**src/rtl/aes_inv_mixcol.sv**
```systemverilog
// aes_inv_mixcol: iterative AES InvMixColumns engine; AES_INV_MIXCOL_FWD_EN adds a forward MixColumns mode via port fwd
module aes_inv_mixcol #(
  parameter int COLS_PER_CYCLE = 1
) (
  input  logic         clk,
  input  logic         rst,
  input  logic         in_valid,
  output logic         in_ready,
  input  logic [127:0] in_state,
  output logic         out_valid,
  input  logic         out_ready,
  output logic [127:0] out_state,
  output logic         busy
`ifdef AES_INV_MIXCOL_FWD_EN
  ,
  input  logic         fwd
`endif
);
  typedef enum logic [1:0] {IDLE, BUSY, DONE} state_t;
  localparam logic [1:0] LAST = 2'(4 / COLS_PER_CYCLE - 1);
  state_t r_state, w_next;
  logic [1:0] r_cnt;
  logic [127:0] r_work, w_work;
  logic w_fwd;
  function automatic logic [7:0] xt(input logic [7:0] a);
    return {a[6:0], 1'b0} ^ (a[7] ? 8'h1b : 8'h00);
  endfunction
  function automatic logic [31:0] mix(input logic [31:0] col, input logic f);
    logic [7:0] a [4];
    logic [7:0] x2 [4];
    logic [7:0] x4 [4];
    logic [7:0] x8 [4];
    logic [31:0] r;
    for (int i = 0; i < 4; i++) begin
      a[i]  = col[31-8*i -: 8];
      x2[i] = xt(a[i]);
      x4[i] = xt(x2[i]);
      x8[i] = xt(x4[i]);
    end
    for (int i = 0; i < 4; i++)
      r[31-8*i -: 8] = f
        ? (x2[i] ^ x2[(i+1)%4] ^ a[(i+1)%4] ^ a[(i+2)%4] ^ a[(i+3)%4])
        : (x8[i] ^ x4[i] ^ x2[i] ^ x8[(i+1)%4] ^ x2[(i+1)%4] ^ a[(i+1)%4]
           ^ x8[(i+2)%4] ^ x4[(i+2)%4] ^ a[(i+2)%4] ^ x8[(i+3)%4] ^ a[(i+3)%4]);
    return r;
  endfunction
`ifdef AES_INV_MIXCOL_FWD_EN
  logic r_fwd;
  always_ff @(posedge clk)
    if (rst) r_fwd <= 1'b0;
    else if (in_valid && in_ready) r_fwd <= fwd;
  assign w_fwd = r_fwd;
`else
  assign w_fwd = 1'b0;
`endif
  always_ff @(posedge clk)
    if (rst) r_state <= IDLE;
    else r_state <= w_next;
  always_comb begin
    in_ready  = r_state == IDLE;
    out_valid = r_state == DONE;
    busy      = r_state != IDLE;
    out_state = out_valid ? r_work : '0;
    w_next = (r_state == IDLE && in_valid) ? BUSY
           : (r_state == BUSY && r_cnt == LAST) ? DONE
           : (r_state == DONE && out_ready) ? IDLE : r_state;
  end
  // only the column group addressed by r_cnt is rewritten each cycle
  always_comb begin
    w_work = r_work;
    for (int g = 0; g < COLS_PER_CYCLE; g++)
      w_work[127-32*(int'(r_cnt)*COLS_PER_CYCLE+g) -: 32] =
        mix(r_work[127-32*(int'(r_cnt)*COLS_PER_CYCLE+g) -: 32], w_fwd);
  end
  always_ff @(posedge clk)
    if (rst) begin
      r_work <= '0;
      r_cnt  <= '0;
    end else if (in_valid && in_ready) begin
      r_work <= in_state;
      r_cnt  <= '0;
    end else if (r_state == BUSY) begin
      r_work <= w_work;
      r_cnt  <= r_cnt + 2'd1;
    end
endmodule

```
**config.mk**
```make
export PLATFORM = sky130hd
export DESIGN_NAME = aes_inv_mixcol
export DESIGN_NICKNAME = d
export VERILOG_FILES = /design/src/rtl/aes_inv_mixcol.sv
export SDC_FILE = /design/constraint.sdc
export NUM_CORES = 1
export LEC_CHECK = 0
export CAP_MARGIN = 20
export CORE_MARGIN = 3
export CORE_UTILIZATION = 35
export CTS_BUF_LIST = sky130_fd_sc_hd__clkbuf_8
export DETAILED_ROUTE_END_ITERATION = 8
export PLACE_DENSITY = 0.71
export SLEW_MARGIN = 20
export SYNTH_ARGS = -nofsm -noshare
export SYNTH_HDL_FRONTEND = slang
export SYNTH_SLANG_ARGS = --single-unit
```
**constraint.sdc**
```tcl
create_clock -name clk -period 3.1 [get_ports clk]
set_input_delay 0.62 -clock clk [delete_from_list [all_inputs] [get_ports clk]]
set_output_delay 0.62 -clock clk [all_outputs]
set_load 0.005 [all_outputs]
```
After elaboration in Yosys (flattened, before gate mapping)
Index checks and enable logic that the tools add are counted.

cells by class
  $add $sub $neg = 3
  equal/unequal tests = 3
  shift operators = 3
  multiplexer cells = 19
  bitwise operators = 52
  reductions and logical operators = 9

operator list
  operator                                                  number
  two-way mux 128 bit                                       3
  XOR 8 bit                                                 40
  variable shift 32 x 33 -> 159 bit (first input constant)  1
  indexed part select 159 x 8 -> 32 bit                     1
  indexed part select 32 x 33 -> 159 bit                    1
  bitwise mux 128 bit                                       1
  XOR 8 x 5 -> 8 bit                                        12
  two-way mux 5 bit                                         12
  negator 8 -> 33 bit                                       1
  subtractor 7 x 7 -> 8 bit (first input constant)          1
  nonzero test 2 bit                                        3
  equality test 2 bit (second input constant)               2
  two-way mux 2 bit                                         2
  logical AND 1 bit                                         3
  nonzero test 3 bit                                        1
  adder 2 x 1 -> 2 bit (second input constant)              1
  equality test 2 x 1 -> 1 bit (second input constant)      1
  logical NOT 2 bit                                         1
  OR reduction 2 bit                                        1
  two-way mux 1 bit                                         1

word-level totals
  flip-flop bits (word level) = 132
  input bits = 132
  output and inout bits = 131
  word-level logic and storage cells = 93

Longest topological paths before layout
Gate-level depths: netlist of the first run.

  word-level depth = 22
  mapped depth = 12
  gate-level depth less buffers = 7

Worst setup path before layout of the first run
No wires, ideal clock.

  path kind = register to register
  start = register r_cnt[0]
  end = register r_work[37]
  setup time = 128 ps
  data arrival time = 3,176 ps
  required time = 2,972 ps
  path slack = -204 ps
  cell stages (with the launch flop) = 10
  buffers on the path = 2
  period minus slack after synthesis = 3,304 ps
  cell sequence = dfxtp_1 buf_6 mux4_2 buf_6 xnor3_1 xor3_1 xnor3_2 xnor3_1 a222oi_1 nor2_1

on the way
  word-level cells in the longest chain between the ends = 20
  elaborated cells on any way between the ends = 72
  classes of those cells = 2 x add/sub; 3 x shift; 15 x mux; 52 x bitwise

RTL lines
  element                                                                       RTL line  source
  start: declaration                                                            22        logic [1:0] r_cnt;
  start signal: assignment                                                      84        r_cnt <= r_cnt + 2'd1;
  subtractor 7 x 7 -> 8 bit (*)                                                 72, 73
  indexed part select 159 x 8 -> 32 bit                                         73        mix(r_work[127-32*(int'(r_cnt)*COLS_PER_CYCLE+g) -: 32], w_fwd);
  XOR 8 x 5 -> 8 bit / two-way mux 5 bit (equally long branches) (2 in series)  26        return {a[6:0], 1'b0} ^ (a[7] ? 8'h1b : 8'h00);
  two-way mux 5 bit / XOR 8 x 5 -> 8 bit (equally long branches)                26
  XOR 8 x 5 -> 8 bit                                                            26
  XOR 8 bit (5 in series)                                                       43        : (x8[i] ^ x4[i] ^ x2[i] ^ x8[(i+1)%4] ^ x2[(i+1)%4] ^ a[(i+1)%4]
  XOR 8 bit (5 in series)                                                       44        ^ x8[(i+2)%4] ^ x4[(i+2)%4] ^ a[(i+2)%4] ^ x8[(i+3)%4] ^ a[(i+3)%4]);
  indexed part select 32 x 33 -> 159 bit                                        72        w_work[127-32*(int'(r_cnt)*COLS_PER_CYCLE+g) -: 32] =
  bitwise mux 128 bit (*)                                                       72
  two-way mux 128 bit (*)                                                       82        end else if (r_state == BUSY) begin
  two-way mux 128 bit (*)                                                       79        end else if (in_valid && in_ready) begin
  end signal: assignment                                                        80        r_work <= in_state;
  end signal: assignment                                                        83        r_work <= w_work;
  end: declaration                                                              23        logic [127:0] r_work, w_work;

Every way passes the cells marked *; elsewhere a longest branch is shown, timed or not. The select of a mux whose other input is x is not followed.
A chain may end at the register's enable or synchronous reset.

Worst setup path after layout of the first run
  start = register r_cnt[0]
  end = register r_work[60]

Same word-level chain as after synthesis.

==> key figures, run 1 <==
Worst hold path
  • WHS Path Cells: 2
  • Hold Path Class: flop to flop
  • Worst Hold End: r_work[104]
  • Hold path start: r_work[104]

CTS
  • Clock sink count: 132
  • CTS root buffer: clkbuf_8
  • Num CTS Buffers: 17
  • Clock Pin Slew Worst Setup and Hold Paths: 0.08 ns
  • H-tree levels: 4
  • CTS tree: yes
  • Deepest clock path buffer count: 2
  • Worst-Skew Late Latency: 0.45 ns

Setup path
  • CP max stage cell: mux4_2
  • Crit-path leading delay family: XOR/XNOR gates
  • CP required: 3.40 ns
  • Worst r2r path cells: 9
  • Worst setup EP type: flop
  • Worst Path Max Fanout: 11
  • Max stage delay on crit path: 0.61 ns
  • Flop2flop setup slack: -0.03 ns
  • Crit-path cells: buf_12 -> mux4_2 -> xnor2_4 -> xor3_2 -> xnor3_1 -> xnor2_1 -> buf_4 -> a222oi_1 -> nor2_1
  • Worst Setup SP: r_cnt[0]
  • R2R Path End: r_work[60]
  • CP Class: flop to flop
  • Worst path bufs/invs: 2
  • Worst EP arrival: 3.43 ns
  • Setup crit start kind: flop
  • Crit Reg-Reg Startpoint: r_cnt[0]

Outcome
  • Status: finished, violations left
  • Failing checks: design-rule violations, negative setup slack

Routing
  • Number of vias per cell: 5.75
  • Post-DRT Antenna Nets: 0
  • Post-route DRC violation count: 2
  • Iter 0 DRT Violations: 1,431
  • Via Count: 8,544
  • DRT Pass-1 Iters: 9
  • Final wirelength: 34.6 mm
  • Drt wl/cell: 23.3 µm

Timing
  • Setup violation total in the final timing report: 15
  • Worst Clk Skew: 0.0151 ns
  • Final Hold Vio Count: 0
  • Final Cycle Share: 101%
  • Slew Viols, Final: 0
  • Setup ws final: -0.0291 ns
  • Setup TNS Final: -0.198 ns
  • Worst slew pin tran: 0.883 ns
  • Fin crit period: 3.13 ns
  • Max Freq: 320 MHz
  • Fin Hold WS: 0.531 ns
  • RSZ-0062 raised after global routing: true
  • Slew margin rel.: 41.2%

Yosys
  • Yosys reg bits: 132
  • Post-synth cell types: 32
  • Cell Area, Synth: 8640 µm²
  • Syn_area_per_cell: 10.0 µm²
  • Post-Synthesis Net Count: 996
  • Sequential cell area fraction in the yosys report: 30.6%
  • Mapped Cells: 860
  • Synth warn: 0

Place
  • # port buffers: 262
  • Place WS: -0.155 ns
  • Dpl hpwl: 25.2 mm
  • Placed cells: 1,445
  • Area after DPL: 12,100 µm²
  • RePlAce Congestion: 0.989

Finish
  • ANT cells: 0
  • Final std cells w/o fill: 1,486
  • Most frequent cells in the layout: 261 x clkdlybuf4s50_1, 130 x dfxtp_1, 129 x and2_1
  • Layout cell share with drive strength beyond 1: 19.7%
  • Fillers: 2,047
  • Most common cell after layout, fill and taps aside: clkdlybuf4s50_1
  • Final net count: 1,290
  • Layout Area Growth over Synthesis: 50.0%
  • Final core occ: 54.2%
  • Fin area: 13,000 µm²

Floorplanning
  • Die ar.: 26,600 µm²
  • # IOs: 263
  • Initial core utilization: 36.1%
  • Row count: 56
  • Die W: 163 µm
  • Core ar.: 23,900 µm²
  • Die height: 163 µm

Global route
  • Vias in the first global route: 8,672
  • Antenna violations before repair: 0
  • First-pass GRT wire length: 50.9 mm
  • Gr usage total: 25.1%
  • Grt total ovfl: 0
  • Largest net degree at the start of global routing: 85

Pwr
  • Internal cell power: 10.9 mW
  • Leak Pwr: 5.00 nW
  • Gate power share: 82.0%
  • Pwr dens: 1570 nW/µm²
  • Power Total: 20.3 mW
  • Peak supply drop: 1.38 mV
  • Sequential Power Share: 10.7%
  • Clk pwr share: 7.4%
  • Switching Share: 46.5%
  • Net Switching: 9.43 mW

Flow run
  • Maxcap violations: 0
## tightest hold or removal path: stages, from the launching register on
cell and delay (ns):
dfxtp_1 0.35, a222oi_1 0.07, nor2_1 0.08
## synth_stat cells
| library cell | instances | area share [%] |
|---|---|---|
| and3_1 | 2 | 0.14 |
| xor2_2 | 1 | 0.19 |
| mux4_1 | 1 | 0.30 |
| nand2_1 | 4 | 0.17 |
| inv_1 | 3 | 0.13 |
| xor3_1 | 3 | 0.83 |
| dfxtp_1 | 132 | 31 |
| xor2_1 | 26 | 2.6 |
| a22oi_1 | 5 | 0.43 |
| xnor2_2 | 4 | 0.75 |
| o21ai_0 | 1 | 0.058 |
| a21o_1 | 4 | 0.35 |
| nor2b_1 | 2 | 0.14 |
| a222oi_1 | 124 | 14 |
| buf_6 | 4 | 0.52 |
| xnor3_2 | 1 | 0.28 |
| o21bai_1 | 1 | 0.087 |
| and2_1 | 130 | 9.4 |
| buf_4 | 4 | 0.35 |
| xor3_2 | 1 | 0.29 |
| a21oi_1 | 6 | 0.35 |
| clkbuf_1 | 75 | 3.3 |
| xnor2_4 | 2 | 0.64 |
| and4_1 | 2 | 0.20 |
| ha_1 | 4 | 0.58 |
| mux4_2 | 31 | 8.1 |
| o22ai_1 | 1 | 0.072 |
| xnor3_1 | 24 | 6.3 |
| nor2_1 | 128 | 5.6 |
| buf_2 | 10 | 0.58 |
| nand2b_1 | 7 | 0.51 |
| xnor2_1 | 117 | 12 |
## routing by layer
layer	vias to the layer above	track usage (%)	share of wire [%]
met2	620	40.9	48
met4	0	9.92	3.4
met5	-	0	0
li1	3766	-	-
met3	76	6.52	10
met1	4082	31.8	38
## worst max path at each step
stage                   to  cells past startpoint
2_1_floorplan   r_work[45]                     11
3_3_place_gp    r_work[67]                      9
3_5_place_dp    r_work[83]                      8
4_1_cts        r_work[124]                      9
5_1_grt        r_work[101]                      9
6_report        r_work[60]                      9
## kinds of logic (layout without fill, tap and decap cells)
| logic type | Yosys count | in the layout | synth area share [%] |
|---|---|---|---|
| adder cells (fa/ha/maj) | 4 | 4 | 0.579 |
| AND/OR/NAND/NOR | 275 | 275 | 16.2 |
| flip-flops | 132 | 132 | 30.6 |
| AO/OA/AOI/OAI | 142 | 142 | 15.7 |
| multiplexers | 32 | 32 | 8.39 |
| XOR/XNOR | 179 | 179 | 23.7 |
| buffers and inverters | 96 | 403 | 4.84 |
## layout make-up
type	instances	area (µm²)	share of cell area (%)
clock buffers	18	248	1.91
multi-input cells	632	5950	45.9
flip-flops and latches	132	2650	20.4
clock inverters	14	154	1.19
repair buffers	368	3550	27.4
well taps	319	399	3.08
inverters	3	11.3	0.0869
## timing repair
action,in CTS,in global routing
buffers inserted,4,5
setup endpoints to repair,72,105
hold buffers,0,0
resized for setup,21,33
pin swaps,5,19
cloned,0,0
## registers in the layout (all words and copies together) (netlist names)
| name | count |
|---|---|
| r_cnt | 2 |
| r_state | 2 |
| r_work | 128 |
## power groups by stage
stage          clock network, mW  logic, mW  registers (mW)
3_5_place_dp                   0       14.3            2.19
6_report                    1.50       16.6            2.16
2_1_floorplan                  0       9.09            2.09
3_3_place_gp                   0       14.2            2.19
4_1_cts                     1.52       15.3            2.15
5_1_grt                     1.58       17.5            2.18
No activity file was read; power rests on OpenSTA's default activity.
==> run 2, diff against run 1 <==
--- a/config.mk
+++ b/config.mk
@@ -7,10 +7,11 @@
 export LEC_CHECK = 0
 export CAP_MARGIN = 20
 export CORE_MARGIN = 3
-export CORE_UTILIZATION = 35
+export CORE_UTILIZATION = 40
 export CTS_BUF_LIST = sky130_fd_sc_hd__clkbuf_8
 export DETAILED_ROUTE_END_ITERATION = 8
-export PLACE_DENSITY = 0.71
+export DONT_BUFFER_PORTS = 1
+export PLACE_DENSITY = 0.6
 export SLEW_MARGIN = 20
 export SYNTH_ARGS = -nofsm -noshare
 export SYNTH_HDL_FRONTEND = slang
==> constraint.sdc (replaced) <==
create_clock -name clk -period 3.3 [get_ports clk]
set_input_delay 0.66 -clock clk [delete_from_list [all_inputs] [get_ports clk]]
set_output_delay 0.66 -clock clk [all_outputs]
set_load 0.005 [all_outputs]
==> run 2 against run 1 <==
The run ends with design-rule violations left. Flip-flop and latch count unchanged. Sequential share of layout area up 6.9 points. Global-route usage up 0.82 points. Highest routed layer is now met5.
==> key figures, run 2 (synthesis results as in run 1) <==
Routing
  • Final wirelength: 31.5 mm
  • Via Count: 7,275
  • DRT Pass-1 Iters: 9
  • Post-DRT Antenna Nets: 0
  • Drt wl/cell: 27.4 µm
  • Number of vias per cell: 6.34
  • Post-route DRC violation count: 6
  • Iter 0 DRT Violations: 1,196

Finish
  • ANT cells: 0
  • Most common cell after layout, fill and taps aside: dfxtp_1
  • Max FFs per register: 128
  • Layout cell share with drive strength beyond 1: 19.4%
  • Top reg by flops: r_work
  • Biggest regs: r_work x128, r_cnt x2, r_state x2
  • Fin area: 9680 µm²
  • Final net count: 996
  • Final core occ: 45.9%
  • Layout Area Growth over Synthesis: 12.1%
  • Most frequent cells in the layout: 130 x dfxtp_1, 129 x and2_1, 128 x nor2_1
  • Final std cells w/o fill: 1,148

CTS
  • Clock Pin Slew Worst Setup and Hold Paths: 0.09 ns
  • Num CTS Buffers: 17
  • Clock sink count: 132
  • CTS tree: yes
  • H-tree levels: 4
  • Deepest clock path buffer count: 2
  • CTS root buffer: clkbuf_8
  • Worst-Skew Late Latency: 0.46 ns
  • Post-cts hold buffer count: 0

Setup path
  • Worst Path Max Fanout: 15
  • Worst Setup EP: r_work[122]
  • CP Class: flop to flop
  • Worst setup EP type: flop
  • R2R Path End: r_work[122]
  • Crit Reg-Reg Startpoint: r_cnt[0]
  • CP required: 3.65 ns
  • Flop2flop setup slack: 0.08 ns
  • Setup crit start kind: flop
  • Worst EP arrival: 3.57 ns
  • Worst r2r path cells: 9
  • Worst Setup SP: r_cnt[0]

Floorplanning
  • Core ar.: 21,100 µm²
  • Row count: 53
  • # IOs: 263
  • Die W: 153 µm
  • Die height: 153 µm
  • Initial core utilization: 41.0%
  • Die ar.: 23,400 µm²

Timing
  • Fin crit period: 3.22 ns
  • RSZ-0062 raised after global routing: true
  • Final Cycle Share: 97.6%
  • Worst Clk Skew: 0.0112 ns
  • Slew margin rel.: 53.4%
  • Max Freq: 310 MHz
  • Slew Viols, Final: 0
  • Final Hold Vio Count: 0
  • Worst slew pin tran: 0.700 ns
  • Setup violation total in the final timing report: 0
  • Fin Hold WS: 0.274 ns

Global route
  • Antenna violations before repair: 1
  • Gr usage total: 25.9%
  • Largest net degree at the start of global routing: 134
  • Grt total ovfl: 0
  • Vias in the first global route: 7,248
  • First-pass GRT wire length: 46.5 mm

Place
  • Placed cells: 1,106
  • Dpl hpwl: 22.7 mm
  • # port buffers: 0
  • RePlAce Congestion: 0.973
  • Area after DPL: 9120 µm²

Flow run
  • Maxcap violations: 0

Worst hold path
  • Hold Path Class: input port to flop

Outcome
  • Status: finished, violations left
  • Failing checks: design-rule violations
==> run 2: worst min-delay path by stage <==
stage | startpoint | to | slack [ns] | cells after the start
after floorplan | r_work[64] | r_work[64] | 0.47 | 2
after detailed placement | r_work[50] | r_work[50] | 0.51 | 2
after CTS | rst | r_work[59] | 0.25 | 1
after global routing | rst | r_work[27] | 0.23 | 1
final | rst | r_cnt[1] | 0.27 | 1
after global placement | r_work[50] | r_work[50] | 0.49 | 2
==> run 2: repair_timing <==
item | in CTS | in global routing
resized for setup | 3 | 17
endpoints found under the setup margin | 11 | 46
pin swaps | 0 | 10
buffers inserted | 4 | 6
==> run 2: cell type report <==
class                      count  area (µm²)
timing repair buffer          74         606
multi-input combinational    632        5690
clock buffer                  17         234
tap                          275         344
sequential                   132        2650
fill                        2021       11400
clock inverter                15         156
inverter                       3        11.3
==> run 2: metal layers <==
layer  share of wire (%)  vias up  track usage, %
li1                    -     3177               -
met1                  39     3540            33.4
met2                  47      498            41.4
met3                  11       58            7.45
met4                 3.0        2            9.80
met5               0.041        -               0
==> run 2: critical path, stage by stage, from the launching register on <==
cell,delay [ns]
dfxtp_2,0.37
buf_12,0.19
buf_4,0.19
mux4_2,0.56
xnor2_1,0.43
xnor3_1,0.38
xnor3_1,0.41
xnor2_2,0.20
a222oi_1,0.33
nor2_1,0.06
==> run 2: per-stage QoR <==
step	setup WS, ns	TNS (ns)
after floorplan	0.0389	0
after global placement	-0.000450	-0.000450
after detailed placement	-0.0327	-0.160
after CTS	0.00205	0
after global routing	-0.0207	-0.0417
final	0.0779	0
Power of run 2 is not shown: default switching activity piles up to over one toggle a cycle in this logic, so the estimate is an artifact.
